File: config.mk
export PLATFORM = sky130hd
export DESIGN_NAME = led_matrix_scanner_flat
export DESIGN_NICKNAME = d
export VERILOG_FILES = /design/src/rtl/led_matrix_scanner_pkg.sv /design/src/rtl/led_matrix_scanner_if.sv /design/src/rtl/led_matrix_scanner_tick_div.sv /design/src/rtl/led_matrix_scanner.sv /design/src/flat_wrapper.sv
export SDC_FILE = /design/constraint.sdc
export NUM_CORES = 1
export LEC_CHECK = 0
export BUFFER_PORTS_ARGS = -buffer_cell sky130_fd_sc_hd__buf_2
export CAP_MARGIN = 20
export CORE_MARGIN = 8
export CORE_UTILIZATION = 40
export DETAILED_ROUTE_END_ITERATION = 16
export GPL_ROUTABILITY_DRIVEN = 0
export PLACE_DENSITY = 0.69
export SYNTH_ARGS = -nofsm -noshare
export SYNTH_HDL_FRONTEND = slang
export SYNTH_SLANG_ARGS = --single-unit
File: constraint.sdc
create_clock -name clk -period 5.5 [get_ports clk]
set_clock_uncertainty 0.15 [all_clocks]
set_input_delay 0.55 -clock clk [delete_from_list [all_inputs] [get_ports clk]]
set_output_delay 0.55 -clock clk [all_outputs]
set_load 0.1 [all_outputs]
File: src/rtl/led_matrix_scanner_pkg.sv
// Shared types and helpers for the LED matrix scanner: default geometry,
// scan FSM states and the frame-to-row column extraction.
package led_matrix_pkg;

    localparam int LED_ROWS = 4;
    localparam int LED_COLS = 12;

    typedef enum logic {
        IDLE = 1'b0,
        SCAN = 1'b1
    } scan_state_t;

    // Row r occupies frame bits r*COLS .. r*COLS+COLS-1; column j is bit r*COLS+j.
    function automatic logic [0:LED_COLS-1] row_slice(
        input logic [0:LED_ROWS*LED_COLS-1] frame,
        input int unsigned                  r
    );
        logic [0:LED_COLS-1] cols;
        for (int j = 0; j < LED_COLS; j++) begin
            cols[j] = frame[r*LED_COLS + j];
        end
        return cols;
    endfunction

endpackage

File: src/rtl/led_matrix_scanner_if.sv
// Frame handshake and matrix drive signals between a frame producer and the scanner.
interface led_matrix_scanner_if
    import led_matrix_pkg::*;
#(
    parameter int ROWS = LED_ROWS,
    parameter int COLS = LED_COLS
);
    logic [0:ROWS*COLS-1] frame_in;
    logic                 frame_valid;
    logic                 frame_ready;
    logic [0:ROWS-1]      row_sel;
    logic [0:COLS-1]      col_out;
    logic                 frame_done;

    modport master (
        output frame_in, frame_valid,
        input  frame_ready, row_sel, col_out, frame_done
    );

    modport slave (
        input  frame_in, frame_valid,
        output frame_ready, row_sel, col_out, frame_done
    );
endinterface

File: src/rtl/led_matrix_scanner_tick_div.sv
// Per-row dwell counter. Optional build macro LED_SCAN_BLANK_EN enables the
// blank window at the end of each dwell.
module scan_tick_div #(
    parameter int DIV   = 50000,
    parameter int BLANK = 4
) (
    input  logic clk,
    input  logic rst_n,
    input  logic en,
    output logic tick,
    output logic blank_next
);
    localparam int DW = (DIV > 1) ? $clog2(DIV) : 1;
    localparam logic [DW-1:0] LAST = DW'(DIV - 1);

`ifdef LED_SCAN_BLANK_EN
    localparam bit BLANK_ENABLED = 1'b1;
`else
    localparam bit BLANK_ENABLED = 1'b0;
`endif
    // With blanking off the window starts at DIV, which dwell never reaches.
    localparam int unsigned BLANK_START = BLANK_ENABLED ? int'(DIV - BLANK) : int'(DIV);

    logic [DW-1:0] dwell_q, dwell_d;

    always_comb begin
        tick       = en && (dwell_q == LAST);
        dwell_d    = (en && !tick) ? dwell_q + 1'b1 : '0;
        // Looks at the next dwell value so the registered outputs blank on time.
        blank_next = 32'(dwell_d) >= BLANK_START;
    end

    always_ff @(posedge clk or negedge rst_n) begin
        if (!rst_n) begin
            dwell_q <= '0;
        end else begin
            dwell_q <= dwell_d;
        end
    end

endmodule

File: src/rtl/led_matrix_scanner.sv
// Double-buffered multiplexed LED matrix row scanner; new frames swap in only at
// frame boundaries. Build macro LED_SCAN_BLANK_EN adds an anti-ghosting blank gap.
module led_matrix_scanner
    import led_matrix_pkg::*;
#(
    parameter int ROWS  = LED_ROWS,
    parameter int COLS  = LED_COLS,
    parameter int DIV   = 50000,
    parameter int BLANK = 4
) (
    input  logic                  clk,
    input  logic                  rst_n,
    led_matrix_scanner_if.slave   bus
);
    localparam int RW = (ROWS > 1) ? $clog2(ROWS) : 1;
    localparam logic [RW-1:0] LAST_ROW = RW'(ROWS - 1);

    scan_state_t          state_q, state_d;
    logic                 pending_q, pending_d;
    logic [0:ROWS*COLS-1] shadow_q, shadow_d;
    logic [0:ROWS*COLS-1] active_q, active_d;
    logic [RW-1:0]        row_q, row_d;
    logic [0:ROWS-1]      row_sel_q, row_sel_d;
    logic [0:COLS-1]      col_out_q, col_out_d;
    logic                 frame_done_q, frame_done_d;

    logic tick;
    logic blank_next;

    scan_tick_div #(
        .DIV   (DIV),
        .BLANK (BLANK)
    ) u_tick_div (
        .clk        (clk),
        .rst_n      (rst_n),
        .en         (state_q == SCAN),
        .tick       (tick),
        .blank_next (blank_next)
    );

    always_comb begin
        state_d      = state_q;
        pending_d    = pending_q;
        shadow_d     = shadow_q;
        active_d     = active_q;
        row_d        = row_q;
        frame_done_d = 1'b0;

        // Accept only into a free shadow; swaps below only happen while it is full.
        if (bus.frame_valid && !pending_q) begin
            shadow_d  = bus.frame_in;
            pending_d = 1'b1;
        end

        case (state_q)
            IDLE: begin
                if (pending_q) begin
                    state_d   = SCAN;
                    active_d  = shadow_q;
                    pending_d = 1'b0;
                    row_d     = '0;
                end
            end
            SCAN: begin
                if (tick) begin
                    row_d = (row_q == LAST_ROW) ? '0 : row_q + 1'b1;
                    if (row_q == LAST_ROW) begin
                        frame_done_d = 1'b1;
                        if (pending_q) begin
                            active_d  = shadow_q;
                            pending_d = 1'b0;
                        end
                    end
                end
            end
            default: state_d = IDLE;
        endcase

        // Outputs are derived from next-state so they register in step with the row.
        row_sel_d = '0;
        col_out_d = '0;
        if (state_d == SCAN && !blank_next) begin
            row_sel_d[row_d] = 1'b1;
            col_out_d        = row_slice(active_d, 32'(row_d));
        end
    end

    always_ff @(posedge clk or negedge rst_n) begin
        if (!rst_n) begin
            state_q      <= IDLE;
            pending_q    <= 1'b0;
            shadow_q     <= '0;
            active_q     <= '0;
            row_q        <= '0;
            row_sel_q    <= '0;
            col_out_q    <= '0;
            frame_done_q <= 1'b0;
        end else begin
            state_q      <= state_d;
            pending_q    <= pending_d;
            shadow_q     <= shadow_d;
            active_q     <= active_d;
            row_q        <= row_d;
            row_sel_q    <= row_sel_d;
            col_out_q    <= col_out_d;
            frame_done_q <= frame_done_d;
        end
    end

    assign bus.frame_ready = !pending_q;
    assign bus.row_sel     = row_sel_q;
    assign bus.col_out     = col_out_q;
    assign bus.frame_done  = frame_done_q;

endmodule

File: src/flat_wrapper.sv
// flat-port wrapper written by rule: the top's interface ports become plain ports
module led_matrix_scanner_flat import led_matrix_pkg::*;
#(
    parameter int ROWS  = LED_ROWS,
    parameter int COLS  = LED_COLS,
    parameter int DIV   = 50000,
    parameter int BLANK = 4
)
  (clk, rst_n, bus_frame_in, bus_frame_valid, bus_frame_ready, bus_row_sel, bus_col_out, bus_frame_done);
  led_matrix_scanner_if #(.ROWS(ROWS), .COLS(COLS)) bus_i ();
  input  logic clk;
  input  logic rst_n;
  input wire logic [$bits(bus_i.frame_in)-1:0] bus_frame_in;
  input wire logic [$bits(bus_i.frame_valid)-1:0] bus_frame_valid;
  output wire logic [$bits(bus_i.frame_ready)-1:0] bus_frame_ready;
  output wire logic [$bits(bus_i.row_sel)-1:0] bus_row_sel;
  output wire logic [$bits(bus_i.col_out)-1:0] bus_col_out;
  output wire logic [$bits(bus_i.frame_done)-1:0] bus_frame_done;
  assign bus_i.frame_in = bus_frame_in;
  assign bus_i.frame_valid = bus_frame_valid;
  assign bus_frame_ready = bus_i.frame_ready;
  assign bus_row_sel = bus_i.row_sel;
  assign bus_col_out = bus_i.col_out;
  assign bus_frame_done = bus_i.frame_done;
  led_matrix_scanner #(.ROWS(ROWS), .COLS(COLS), .DIV(DIV), .BLANK(BLANK)) u_core (.clk(clk), .rst_n(rst_n), .bus(bus_i));
endmodule
== Yosys cells after proc, flatten, opt, wreduce, memory -nomap -nowiden ==
Index checks and enable logic that the tools add are counted.

* Register bits after elaboration: 133
* Latch bits: 0
* Bits in writable memories: 0
* Bits in read-only memories: 0
* Output and inout port bits: 18
* Logic and storage cells: 121
* Memories kept: 0

* $add $sub $neg: 13
* $mul: 1
* Divide/modulo/power cells: 0
* $lt $le $gt $ge: 15
* Equal/unequal tests: 2
* Shifts and indexed selects: 0
* Mux-type cells: 59
* Bitwise gates (word level): 14
* Reduce and logical (&&, ||, !) cells: 8

{| class="wikitable"
|+ Operator list
! kind !! count
|-
| greater-or-equal comparator 33 x 7 -> 1 bit (second input constant) || 12
|-
| NOT 32 -> 33 bit || 11
|-
| 2-to-1 mux 48 bit || 3
|-
| case mux 48 bit (2 select lines) || 1
|-
| binary-select mux 1 bit (select 6 bit) || 12
|-
| 2-to-1 mux 1 bit || 34
|-
| NOT 6 -> 33 bit || 1
|-
| adder 6 x 3 -> 7 bit (second input constant) || 4
|-
| adder 6 x 4 -> 7 bit (second input constant) || 4
|-
| adder 16 x 1 -> 16 bit (second input constant) || 1
|-
| equality test 16 bit (second input constant) || 1
|-
| greater-or-equal comparator 16 bit (second input constant) || 1
|-
| 2-to-1 mux 16 bit || 1
|-
| adder 6 x 2 -> 7 bit (second input constant) || 2
|-
| 2-to-1 mux 12 bit || 1
|-
| adder 6 x 1 -> 7 bit (second input constant) || 1
|-
| 2-to-1 mux 2 bit || 3
|-
| logical AND 1 bit || 5
|-
| multiplier 2 x 2 -> 4 bit (second input constant) || 1
|-
| 2-to-1 mux 4 bit || 1
|-
| case mux 2 bit (2 select lines) || 1
|-
| greater-or-equal comparator 3 bit (second input constant) || 1
|-
| zero test 1 bit || 3
|-
| less-than comparator 3 x 1 -> 1 bit (second input constant) || 1
|-
| 6 further kinds || 6
|}

== Depth between registers and ports, before layout ==
Gate-level depths: netlist (run 1).

* Depth after elaboration: 11
* Depth in mapped cells: 18

== Modules after synthesis ==
A second synthesis (run 1) with hierarchy kept.

* Cell total of the unflattened synthesis: 562
* Area, all modules: 6,532.5 µm²

{| class="wikitable"
|+ By module, submodules not included
! module !! instances !! cells an instance !! area each (µm²)
|-
| led_matrix_scanner || 1 || 449 || 5,470.2
|-
| scan_tick_div || 1 || 113 || 1,062.3
|}

== Least setup slack after synthesis (run 1) ==
OpenSTA, ideal clock, no wires.

* Path type: reg2reg
* Start point: register u_core.u_tick_div.dwell_q[0]
* End point: register u_core.col_out_q (netlist bit u_core.bus.col_out[1])
* Library setup time: 0.095 ns
* Arrival: 3.561 ns
* Required time: 5.255 ns
* Setup slack: 1.694 ns
* Stages on the path, launching flop included: 19
* Path buffers: 6
* Cell sequence: dfrtp_1 ha_1 and3_1 buf_2 nand4_1 mux2_1 a22oi_2 buf_6 buf_6 buf_4 inv_1 ha_1 clkbuf_1 inv_1 buf_2 nor2_1 a22oi_1 a311o_1 o31ai_1

* Longest elaborated chain between the ends: 11
* Elaborated cells on any way between the ends: 20
* Classes of those cells: add/sub (2); mul (1); order compare (1); eq/ne (1); mux (9); bitwise (1); reduce/logical (5)

{| class="wikitable"
|+ Ends and longest elaborated chain
! element !! RTL line !! RTL
|-
| from (decl) || led_matrix_scanner_tick_div.sv:24 || <nowiki>logic [DW-1:0] dwell_q, dwell_d;</nowiki>
|-
| from (signal assigned) || led_matrix_scanner_tick_div.sv:37 || <nowiki>dwell_q <= dwell_d;</nowiki>
|-
| equality test 16 bit || led_matrix_scanner_tick_div.sv:27 || <nowiki>tick = en && (dwell_q == LAST);</nowiki>
|-
| logical AND 1 bit || led_matrix_scanner_tick_div.sv:27 ||
|-
| 2-to-1 mux 2 bit || led_matrix_scanner.sv:65 || <nowiki>if (tick) begin</nowiki>
|-
| case mux 2 bit (2 select lines) || led_matrix_scanner.sv:55 || <nowiki>case (state_q)</nowiki>
|-
| net u_core.row_d[0] || led_matrix_scanner.sv:22 || <nowiki>logic [RW-1:0] row_q, row_d;</nowiki>
|-
| multiplier 2 x 2 -> 4 bit || led_matrix_scanner_pkg.sv:20 || <nowiki>cols[j] = frame[r*LED_COLS + j];</nowiki>
|-
| adder 6 x 1 -> 7 bit || led_matrix_scanner_pkg.sv:20 ||
|-
| NOT 32 -> 33 bit (implied by the code) || led_matrix_scanner_pkg.sv:20 ||
|-
| binary-select mux 1 bit (select 6 bit) || led_matrix_scanner_pkg.sv:20 ||
|-
| 2-to-1 mux 1 bit (implied by the code) (2 in a row) || led_matrix_scanner_pkg.sv:20 ||
|-
| 2-to-1 mux 12 bit || led_matrix_scanner.sv:82 || <nowiki>if (state_d == SCAN && !blank_next) begin</nowiki>
|-
| net u_core.col_out_d, one bit || led_matrix_scanner.sv:24 || <nowiki>logic [0:COLS-1] col_out_q, col_out_d;</nowiki>
|-
| to (signal assigned) || led_matrix_scanner.sv:105 || <nowiki>col_out_q <= col_out_d;</nowiki>
|-
| to (decl) || led_matrix_scanner.sv:24 ||
|}

The timed path passes the listed nets, and every way through them passes these cells. The select of a mux whose other input is x is not followed.
A chain may end at the register's enable or synchronous reset.

== Final worst setup path (run 1) ==
* Start point: register u_core.u_tick_div.dwell_q[0]
* End point: register u_core.col_out_q (netlist bit u_core.bus.col_out[3])

* Longest elaborated chain between the ends: 11
* Elaborated cells on any way between the ends: 20
* Classes of those cells: add/sub (2); mul (1); order compare (1); eq/ne (1); mux (9); bitwise (1); reduce/logical (5)

{| class="wikitable"
|+ Ends and longest elaborated chain
! element !! RTL line
|-
| equality test 16 bit || led_matrix_scanner_tick_div.sv:27
|-
| logical AND 1 bit || led_matrix_scanner_tick_div.sv:27
|-
| 2-to-1 mux 2 bit || led_matrix_scanner.sv:65
|-
| case mux 2 bit (2 select lines) || led_matrix_scanner.sv:55
|-
| net u_core.row_d[0] || led_matrix_scanner.sv:22
|-
| multiplier 2 x 2 -> 4 bit || led_matrix_scanner_pkg.sv:20
|-
| adder 6 x 2 -> 7 bit || led_matrix_scanner_pkg.sv:20
|-
| NOT 32 -> 33 bit (implied by the code) || led_matrix_scanner_pkg.sv:20
|-
| binary-select mux 1 bit (select 6 bit) || led_matrix_scanner_pkg.sv:20
|-
| 2-to-1 mux 1 bit (implied by the code) (2 in a row) || led_matrix_scanner_pkg.sv:20
|-
| 2-to-1 mux 12 bit || led_matrix_scanner.sv:82
|-
| net u_core.col_out_d, one bit || led_matrix_scanner.sv:24
|}

The timed path passes the listed nets, and every way through them passes these cells. The select of a mux whose other input is x is not followed.

==> results.py, run 1 <==
metrics = {
    "outcome": {
        "status": "completed",
    },
    "clock_network": {
        "cts.repair.resized": 0,
        "cts_tree": "yes",
        "clk_path_buf_depth": 2,
        "cts_setup_buffers": 0,
        "clkSinkCount": 133,
        "cts-root-buf": "clkbuf_16",
        "htreeDepth": 4,
        "cts_buffers": 17,
        "clkLatencyLatePin_ns": 0.42,
        "cts_hold_buf": 0,
        "cts.clk_slew.worst_paths_ns": 0.06,
    },
    "setup_path": {
        "regToRegSetupSlack_ns": 1.65,
        "cp-end-kind": "flip-flop",
        "crit_path_max_fanout": 18,
        "worstSetupPathType": "reg -> reg",
        "critPathArrivalTime_ns": 4.01,
        "crit_start": "u_core.u_tick_div.dwell_q[0]$_DFF_PN0_",
        "reg2regPathDepth": 12,
        "worstSetupEndpoint": "u_core.bus.col_out[3]$_DFF_PN0_",
        "cp-start-kind": "flip-flop",
        "rr_startpoint": "u_core.u_tick_div.dwell_q[0]$_DFF_PN0_",
        "required_ns": 5.67,
        "r2r-end": "u_core.bus.col_out[3]$_DFF_PN0_",
    },
    "yosys": {
        "synth_edf_count": 0,
        "ys_seq_elements": 133,
        "yosysWarnings": 0,
        "synthCells": 543,
        "yosysSeqAreaShare": 0.506,
        "ys_async_sr_fraction": 1.00,
        "syn-num-nets": 603,
        "yosys_most_used_dff": "dfrtp_1",
        "ys_types": 52,
        "avgSynthCellArea_sq_um": 12.1,
        "syn_area_sq_um": 6580,
    },
    "placement": {
        "place_area_sq_um": 7050,
        "port_buffers": 68,
        "hpwl_um": 10100,
    },
    "final_layout": {
        "n_antenna_cell": 0,
        "layout_common_cells": "dfrtp_1, mux2i_1, buf_2",
        "num-nets-final": 667,
        "design_area_sq_um": 7590,
        "area_growth_pct": 15.3,
        "drive_gt1_frac": 0.274,
        "mostFrequentLayoutCell": "dfrtp_1",
    },
    "grt": {
        "antenna_found_initial": 0,
        "grt_util_all_layers": 0.144,
        "overflow": 0,
        "grt_max_degree": 81,
        "grt_pass1_vias": 4477,
        "grt_pass1_wl_um": 23000,
    },
    "timing": {
        "hold_viol": 0,
        "post-route-period-util": 0.700,
        "setup_violations": 0,
        "report.final.slew_viol_count": 0,
        "relSlewSlack": 0.358,
        "finalSetupTns_ns": 0,
        "tightest_slew_ns": 0.963,
        "rsz0062_at_grt": "no",
        "period_needed_ns": 3.85,
        "timing.fmax_ghz": 0.260,
    },
    "floorplanning": {
        "fp-row-count": 47,
        "core_area_sq_um": 16300,
        "die_area_sq_um": 20800,
        "die_x_um": 144,
        "io_pins": 69,
        "start_util": 0.403,
        "die_y_um": 144,
    },
    "route": {
        "via_count": 4332,
        "drt_iter0_markers": 281,
        "ant_nets": 0,
        "wl_per_cell_um": 16.8,
        "drt_pass1_iterations": 6,
        "routed_wl_um": 14100,
        "drc_errors": 0,
        "via_per_inst": 5.16,
    },
    "power": {
        "internal_power_mw": 1.88,
        "power_frac_comb": 0.114,
        "p_switching_uw": 664,
        "ir_drop_mv": 0.222,
        "p_per_area_nw_per_um2": 335,
        "sw_frac_of_total": 0.261,
        "power.leakage_nw": 3.73,
        "clockPowerShare": 0.400,
        "pwr-share-seq": 0.485,
    },
    "flow_run": {
        "drv.max_cap_violation_count": 0,
    },
    "hold_path": {
        "hold_path_class": "in -> async",
    },
}
[metrics by stage]
step | util | hold WS (ns) | setup WS [ns] | total power, mW | instances
2_1_floorplan | - | 0.104 | 1.69 | 1.43 | 543
3_3_place_gp | 0.431 | 0.293 | 1.92 | 1.53 | 808
3_5_place_dp | 0.431 | 0.306 | 1.74 | 1.55 | 808
4_1_cts | 0.464 | 0.169 | 1.70 | 2.58 | 840
5_1_grt | 0.464 | 0.189 | 1.42 | 2.67 | 840
6_report | 0.464 | 0.109 | 1.65 | 2.54 | 840
[cells by family after synthesis]
group,after synthesis,share of synthesized area
AOI/OAI and AO/OA,41,0.0471
xor gates and xnor gates,13,0.0173
adders and majority gates,9,0.0171
buffers and inverters,92,0.0680
DFF,133,0.506
muxes,154,0.266
and+or+nand+nor,101,0.0793
[power by group through the flow]
stage	clock network (mW)	registers, mW	logic [mW]
2_1_floorplan	0	1.24	0.186
3_3_place_gp	0	1.25	0.282
3_5_place_dp	0	1.25	0.293
4_1_cts	1.05	1.24	0.297
5_1_grt	1.10	1.25	0.321
6_report	1.02	1.23	0.291
[critical path, stage by stage (launching register included)]
cell,delay [ns]
dfrtp_1,0.39
ha_1,0.25
and3_1,0.26
nand4_1,0.13
mux2_1,0.33
a22oi_2,0.14
inv_1,0.13
ha_1,0.69
inv_1,0.36
nor2_1,0.31
a22oi_1,0.13
a311o_1,0.39
o31ai_1,0.08
[worst min path at each step]
stage / cells past startpoint / endpoint / slack [ns] / startpoint
after floorplan: 0 / u_core.active_q[0]$_DFF_PN0_ / 0.10 / rst_n
after global placement: 1 / u_core.u_tick_div.dwell_q[0]$_DFF_PN0_ / 0.29 / u_core.u_tick_div.dwell_q[0]$_DFF_PN0_
after detailed placement: 1 / u_core.u_tick_div.dwell_q[0]$_DFF_PN0_ / 0.31 / u_core.u_tick_div.dwell_q[0]$_DFF_PN0_
after CTS: 1 / u_core.shadow_q[36]$_DFFE_PN0P_ / 0.17 / rst_n
after global routing: 2 / u_core.shadow_q[20]$_DFFE_PN0P_ / 0.19 / bus_frame_in[27]
final: 1 / u_core.shadow_q[47]$_DFFE_PN0P_ / 0.11 / rst_n
[layer usage]
layer,share of wire,vias up,GRT usage
li1,-,2027,-
met1,0.46,2121,0.188
met2,0.45,158,0.217
met3,0.069,26,0.0472
met4,0.023,0,0.0613
met5,0,-,0
[sequential cells by signal (all words and copies together) (netlist names)]
signal	flops
u_core.active_q	48
u_core.shadow_q	48
u_core.u_tick_div.dwell_q	16
u_core.bus.col_out	12
u_core.bus.row_sel	4
u_core.row_q	2
u_core.bus.frame_done	1
u_core.pending_q	1
u_core.state_q	1
[synth_stat cells, drive strengths merged (3+ instances only)]
library cell | number | share of area
o32ai | 3 | 0.0040
xnor2 | 7 | 0.0093
nor2 | 37 | 0.021
clkbuf | 7 | 0.0040
nand3 | 10 | 0.0076
a32oi | 3 | 0.0040
and3 | 6 | 0.0057
a21oi | 5 | 0.0038
nor3 | 4 | 0.0030
buf | 24 | 0.029
nand4 | 5 | 0.0048
nor4 | 3 | 0.0038
mux2 | 50 | 0.086
and4 | 4 | 0.0053
xor2 | 6 | 0.0080
a22oi | 7 | 0.0087
mux4 | 10 | 0.037
dfrtp | 133 | 0.51
o31ai | 4 | 0.0046
ha | 9 | 0.017
nand2 | 17 | 0.0097
a2bb2oi | 5 | 0.0067
o21ai | 6 | 0.0046
mux2i | 94 | 0.14
a311o | 3 | 0.0046
inv | 60 | 0.034
[cell type report]
type                            count  area (sq um)
Clock buffer                       18           439
Clock inverter                     14           101
Fill cell                        1515          8760
Inverter                           61           229
Multi-Input combinational cell    318          2820
Sequential cell                   133          3330
Tap cell                          220           275
Timing Repair Buffer               76           403
No activity file was read; power rests on OpenSTA's default activity.
==> run 2, diff against run 1 <==
- clock period: 5.5 -> 4 ns (I/O delays scaled with it)
==> results.py, run 2 (synthesis results as in run 1) <==
metrics = {
    "setup_path": {
        "required_ns": 4.16,
        "cp-end-kind": "flip-flop",
        "regToRegSetupSlack_ns": 0.48,
        "worstSetupPathType": "reg -> reg",
        "cp_slowest_stage_delay_ns": 0.56,
        "reg2regPathDepth": 12,
        "slowest_stage": "buf_4",
        "crit_path_max_fanout": 45,
        "r2r-end": "u_core.bus.col_out[1]$_DFF_PN0_",
        "path_cells": "ha_1 -> and3_1 -> nand4_1 -> mux2_1 -> a22oi_2 -> buf_4 -> ha_1 -> inv_1 -> nor2_1 -> nand2_1 -> a311o_1 -> o31ai_1",
        "critPathMostFrequentCell": "ha_1",
        "cp-start-kind": "flip-flop",
        "rr_startpoint": "u_core.u_tick_div.dwell_q[0]$_DFF_PN0_",
        "critPathArrivalTime_ns": 3.68,
    },
    "power": {
        "clockPowerShare": 0.468,
        "ir_drop_mv": 0.292,
        "pwr-share-seq": 0.430,
        "sw_frac_of_total": 0.234,
        "power.leakage_nw": 3.84,
        "p_switching_uw": 923,
        "p_per_area_nw_per_um2": 504,
        "power_frac_comb": 0.102,
        "internal_power_mw": 3.02,
        "power.total_mw": 3.94,
    },
    "timing": {
        "finalSetupTns_ns": 0,
        "setup_violations": 0,
        "report.final.slew_viol_count": 0,
        "period_needed_ns": 3.52,
        "rsz0062_at_grt": "no",
        "hold_viol": 0,
        "relSlewSlack": 0.376,
        "post-route-period-util": 0.879,
        "tightest_slew_ns": 0.933,
        "timing.fmax_ghz": 0.284,
    },
    "hold_path": {
        "hold_path_class": "in -> reg",
        "hold_end": "u_core.shadow_q[38]$_DFFE_PN0P_",
        "hp-start": "bus_frame_in[9]",
        "whs_path_depth": 2,
    },
    "route": {
        "via_count": 4343,
        "drc_errors": 0,
        "wl_per_cell_um": 16.7,
        "ant_nets": 0,
        "via_per_inst": 5.15,
        "drt_iter0_markers": 283,
        "routed_wl_um": 14100,
        "drt_pass1_iterations": 5,
    },
    "grt": {
        "grt_max_degree": 71,
        "overflow": 0,
        "grt_pass1_vias": 4521,
        "antenna_found_initial": 0,
        "grt_util_all_layers": 0.144,
        "grt_pass1_wl_um": 23100,
    },
    "outcome": {
        "status": "completed",
    },
    "floorplanning": {
        "die_x_um": 144,
        "die_y_um": 144,
        "die_area_sq_um": 20800,
        "fp-row-count": 47,
        "start_util": 0.403,
        "io_pins": 69,
        "core_area_sq_um": 16300,
    },
    "final_layout": {
        "layout_common_cells": "dfrtp_1, mux2i_1, buf_2",
        "area_growth_pct": 18.7,
        "reg_top3": "u_core.active_q: 48 flops, u_core.shadow_q: 48 flops, u_core.u_tick_div.dwell_q: 16 flops",
        "fin_util": 0.478,
        "drive_gt1_frac": 0.276,
        "n_antenna_cell": 0,
        "mostFrequentLayoutCell": "dfrtp_1",
        "num-nets-final": 670,
    },
    "placement": {
        "port_buffers": 68,
        "hpwl_um": 10200,
    },
    "clock_network": {
        "htreeDepth": 4,
        "clkLatencyLatePin_ns": 0.42,
        "clkSinkCount": 133,
        "cts_buffers": 17,
        "cts-root-buf": "clkbuf_16",
        "cts.clk_slew.worst_paths_ns": 0.06,
        "cts_tree": "yes",
        "cts.repair.resized": 0,
        "clk_path_buf_depth": 2,
    },
    "flow_run": {
        "drv.max_cap_violation_count": 0,
    },
}
run 2: cell types whose count changed in the layout (fill, tap and decap cells not counted):
cell,previous run,this run
bufinv_16,0,7
clkinvlp_4,5,1
buf_12,0,3
clkinv_2,4,1
clkinv_4,1,3
buf_4,9,8
clkbuf_8,1,0
dlygate4sd3_1,0,1
inv_6,4,3
run 2: metal layers:
metal / vias to the layer above / routed length (um) / GRT usage
met5: - / 0 / 0
met3: 23 / 1010 / 0.0508
met2: 135 / 6400 / 0.216
met4: 0 / 265 / 0.0613
li1: 2025 / - / -
met1: 2160 / 6420 / 0.184
run 2: layout make-up:
| class | count | area, sq um |
|---|---|---|
| Clock inverter | 15 | 275 |
| Sequential cell | 133 | 3330 |
| Tap cell | 220 | 275 |
| Multi-Input combinational cell | 318 | 2820 |
| Clock buffer | 17 | 425 |
| Timing Repair Buffer | 79 | 465 |
| Fill cell | 1469 | 8530 |
| Inverter | 61 | 229 |
run 2: power groups by stage:
stage / clock network, mW / logic [mW] / registers (mW)
3_5_place_dp: 0 / 0.408 / 1.72
5_1_grt: 1.94 / 0.445 / 1.72
3_3_place_gp: 0 / 0.389 / 1.71
6_report: 1.84 / 0.403 / 1.69
4_1_cts: 1.87 / 0.411 / 1.70
2_1_floorplan: 0 / 0.256 / 1.71
run 2: worst max-delay path by stage:
stage / cells after the start / end / startpoint
global route: 12 / u_core.bus.col_out[3]$_DFF_PN0_ / u_core.u_tick_div.dwell_q[0]$_DFF_PN0_
CTS: 12 / u_core.bus.col_out[1]$_DFF_PN0_ / u_core.u_tick_div.dwell_q[0]$_DFF_PN0_
detailed placement: 12 / u_core.bus.col_out[2]$_DFF_PN0_ / u_core.u_tick_div.dwell_q[0]$_DFF_PN0_
global placement: 12 / u_core.bus.col_out[1]$_DFF_PN0_ / u_core.u_tick_div.dwell_q[0]$_DFF_PN0_
finish: 12 / u_core.bus.col_out[1]$_DFF_PN0_ / u_core.u_tick_div.dwell_q[0]$_DFF_PN0_
floorplan: 18 / u_core.bus.col_out[1]$_DFF_PN0_ / u_core.u_tick_div.dwell_q[0]$_DFF_PN0_
run 2: what timing repair did:
action	in CTS	in global routing
setup buffers	0	0
hold buffers	1	0
hold endpoints to repair	69	0
setup endpoints to repair	0	0
run 2: worst max-delay path: cells and delay by family (launching register included):
| kind | cells | cell delay [ns] |
|---|---|---|
| DFF | 1 | 0.40 |
| and+or+nand+nor | 4 | 0.68 |
| AOI/OAI and AO/OA | 3 | 0.48 |
| buffers and inverters | 2 | 0.69 |
| muxes | 1 | 0.34 |
| adders and majority gates | 2 | 0.63 |
run 2: metrics by stage:
stage / hold slack [ns] / instances / area [sq um] / setup slack, ns
final: 0.0565 / 843 / 7810 / 0.483
after global routing: 0.0434 / 843 / 7810 / 0.254
after CTS: 0.0424 / 843 / 7810 / 0.525
after detailed placement: 0.338 / 810 / 7100 / 0.555
after global placement: 0.295 / 810 / 7100 / 0.695
after floorplan: -0.0456 / 543 / 6580 / 0.194
==> run 3, diff against run 2 <==
==> constraint.sdc (replaced) <==
create_clock -name clk -period 4 [get_ports clk]
set_clock_uncertainty 0.15 [all_clocks]
set_input_delay 0.2 -clock clk [delete_from_list [all_inputs] [get_ports clk]]
set_output_delay 0.2 -clock clk [all_outputs]
set_load 0.1 [all_outputs]
==> results.py, run 3 (synthesis results as in run 1) <==
metrics = {
    "floorplanning": {
        "core_area_sq_um": 16300,
        "die_area_sq_um": 20800,
        "die_y_um": 144,
        "io_pins": 69,
        "fp-row-count": 47,
        "die_x_um": 144,
        "start_util": 0.403,
    },
    "timing": {
        "finalSetupTns_ns": 0,
        "rsz0062_at_grt": "no",
        "tightest_slew_ns": 0.937,
        "period_needed_ns": 3.54,
        "relSlewSlack": 0.374,
        "report.final.slew_viol_count": 0,
        "fin_hold_ws_ns": 0.230,
        "post-route-period-util": 0.886,
        "setup_violations": 0,
        "hold_viol": 0,
        "timing.fmax_ghz": 0.282,
    },
    "flow_run": {
        "drv.max_cap_violation_count": 0,
    },
    "clock_network": {
        "clk_path_buf_depth": 2,
        "cts_tree": "yes",
        "cts.repair.resized": 0,
        "cts-root-buf": "clkbuf_16",
        "cts.clk_slew.worst_paths_ns": 0.06,
        "clkLatencyLatePin_ns": 0.42,
        "htreeDepth": 4,
        "clkSinkCount": 133,
        "cts_buffers": 17,
    },
    "placement": {
        "hpwl_um": 10400,
        "dp_cells": 810,
        "port_buffers": 68,
    },
    "setup_path": {
        "required_ns": 4.16,
        "cp-end-kind": "flip-flop",
        "crit_path_max_fanout": 45,
        "worstSetupPathType": "reg -> reg",
        "cp-start-kind": "flip-flop",
        "regToRegSetupSlack_ns": 0.46,
        "critPathArrivalTime_ns": 3.70,
    },
    "grt": {
        "grt_pass1_wl_um": 23600,
        "antenna_found_initial": 0,
        "grt_max_degree": 79,
        "grt_util_all_layers": 0.146,
        "overflow": 0,
        "grt_pass1_vias": 4619,
    },
    "final_layout": {
        "ff_latch_area_sq_um": 3330,
        "reg_top3": "u_core.active_q: 48 flops, u_core.shadow_q: 48 flops, u_core.u_tick_div.dwell_q: 16 flops",
        "drive_gt1_frac": 0.254,
        "layout_common_cells": "dfrtp_1, mux2i_1, buf_2",
        "area_growth_pct": 25.3,
        "nFillCells": 1443,
        "multi_input_area_sq_um": 2820,
        "mostFrequentLayoutCell": "dfrtp_1",
        "fin_util": 0.505,
        "num-nets-final": 719,
        "n_antenna_cell": 0,
        "layout.cells.non_filler": 892,
    },
    "route": {
        "via_count": 4513,
        "drt_pass1_iterations": 6,
        "routed_wl_um": 14500,
        "drt_iter0_markers": 279,
        "drc_errors": 0,
        "ant_nets": 0,
        "wl_per_cell_um": 16.3,
        "via_per_inst": 5.06,
    },
    "power": {
        "ir_drop_mv": 0.334,
        "p_per_area_nw_per_um2": 467,
        "power.leakage_nw": 4.02,
    },
    "hold_path": {
        "hold_path_class": "in -> async",
    },
    "outcome": {
        "status": "completed",
    },
}
## run 3: cell type report
cell class / count / area share
flip-flops and latches: 133 / 0.404
multi-input cells: 318 / 0.341
repair buffers: 128 / 0.114
clock buffers: 20 / 0.0554
well taps: 220 / 0.0334
inverters: 61 / 0.0278
clock inverters: 12 / 0.0243
## run 3: timing repair
item	4_1_cts	5_1_grt
setup buffers	0	0
endpoints found under the setup margin	0	0
hold endpoints to repair	104	0
hold buffers	50	0
## run 3: layer usage
layer | up-vias | global-route usage | routed length [um]
met4 | 0 | 0.0663 | 268
met1 | 2231 | 0.192 | 6800
met2 | 139 | 0.224 | 6720
met3 | 23 | 0.0347 | 745
li1 | 2120 | - | -
met5 | - | 0 | 0
## run 3: worst max-delay path, cell delays in order, from the launching register on
cell and delay, ns:
dfrtp_1 0.40, ha_1 0.25, and3_1 0.26, nand4_1 0.12, mux2_1 0.34, a22oi_2 0.14
buf_4 0.57, ha_1 0.40, inv_1 0.12, nor2_1 0.20, nand2_1 0.09, a311o_1 0.29
o31ai_1 0.08
## run 3: per-stage QoR
step | instance area [sq um] | setup WS [ns] | total power, mW
CTS | 8250 | 0.507 | 3.90
floorplan | 6580 | 0.194 | 1.96
global route | 8250 | 0.293 | 4.01
detailed placement | 7090 | 0.527 | 2.13
finish | 8250 | 0.457 | 3.85
global placement | 7090 | 0.708 | 2.10
## run 3: final timing paths
| kind | to | startpoint | depth (start not counted) |
|---|---|---|---|
| worst max-delay path | u_core.bus.col_out[1]$_DFF_PN0_ | u_core.u_tick_div.dwell_q[0]$_DFF_PN0_ | 12 |
| worst min-delay path | u_core.shadow_q[43]$_DFFE_PN0P_ | rst_n | 2 |
| worst max register to register | u_core.bus.col_out[1]$_DFF_PN0_ | u_core.u_tick_div.dwell_q[0]$_DFF_PN0_ | 12 |
| worst min register to register | u_core.u_tick_div.dwell_q[0]$_DFF_PN0_ | u_core.u_tick_div.dwell_q[0]$_DFF_PN0_ | 1 |
| max in group asynchronous | u_core.shadow_q[26]$_DFFE_PN0P_ | rst_n | 3 |
| min in group clk | u_core.u_tick_div.dwell_q[0]$_DFF_PN0_ | u_core.u_tick_div.dwell_q[0]$_DFF_PN0_ | 1 |
## run 3: report_power, final
part           switching (mW)  internal (mW)
registers               0.131           1.57
clock network           0.573           1.14
logic                   0.201          0.241
total                   0.905           2.95
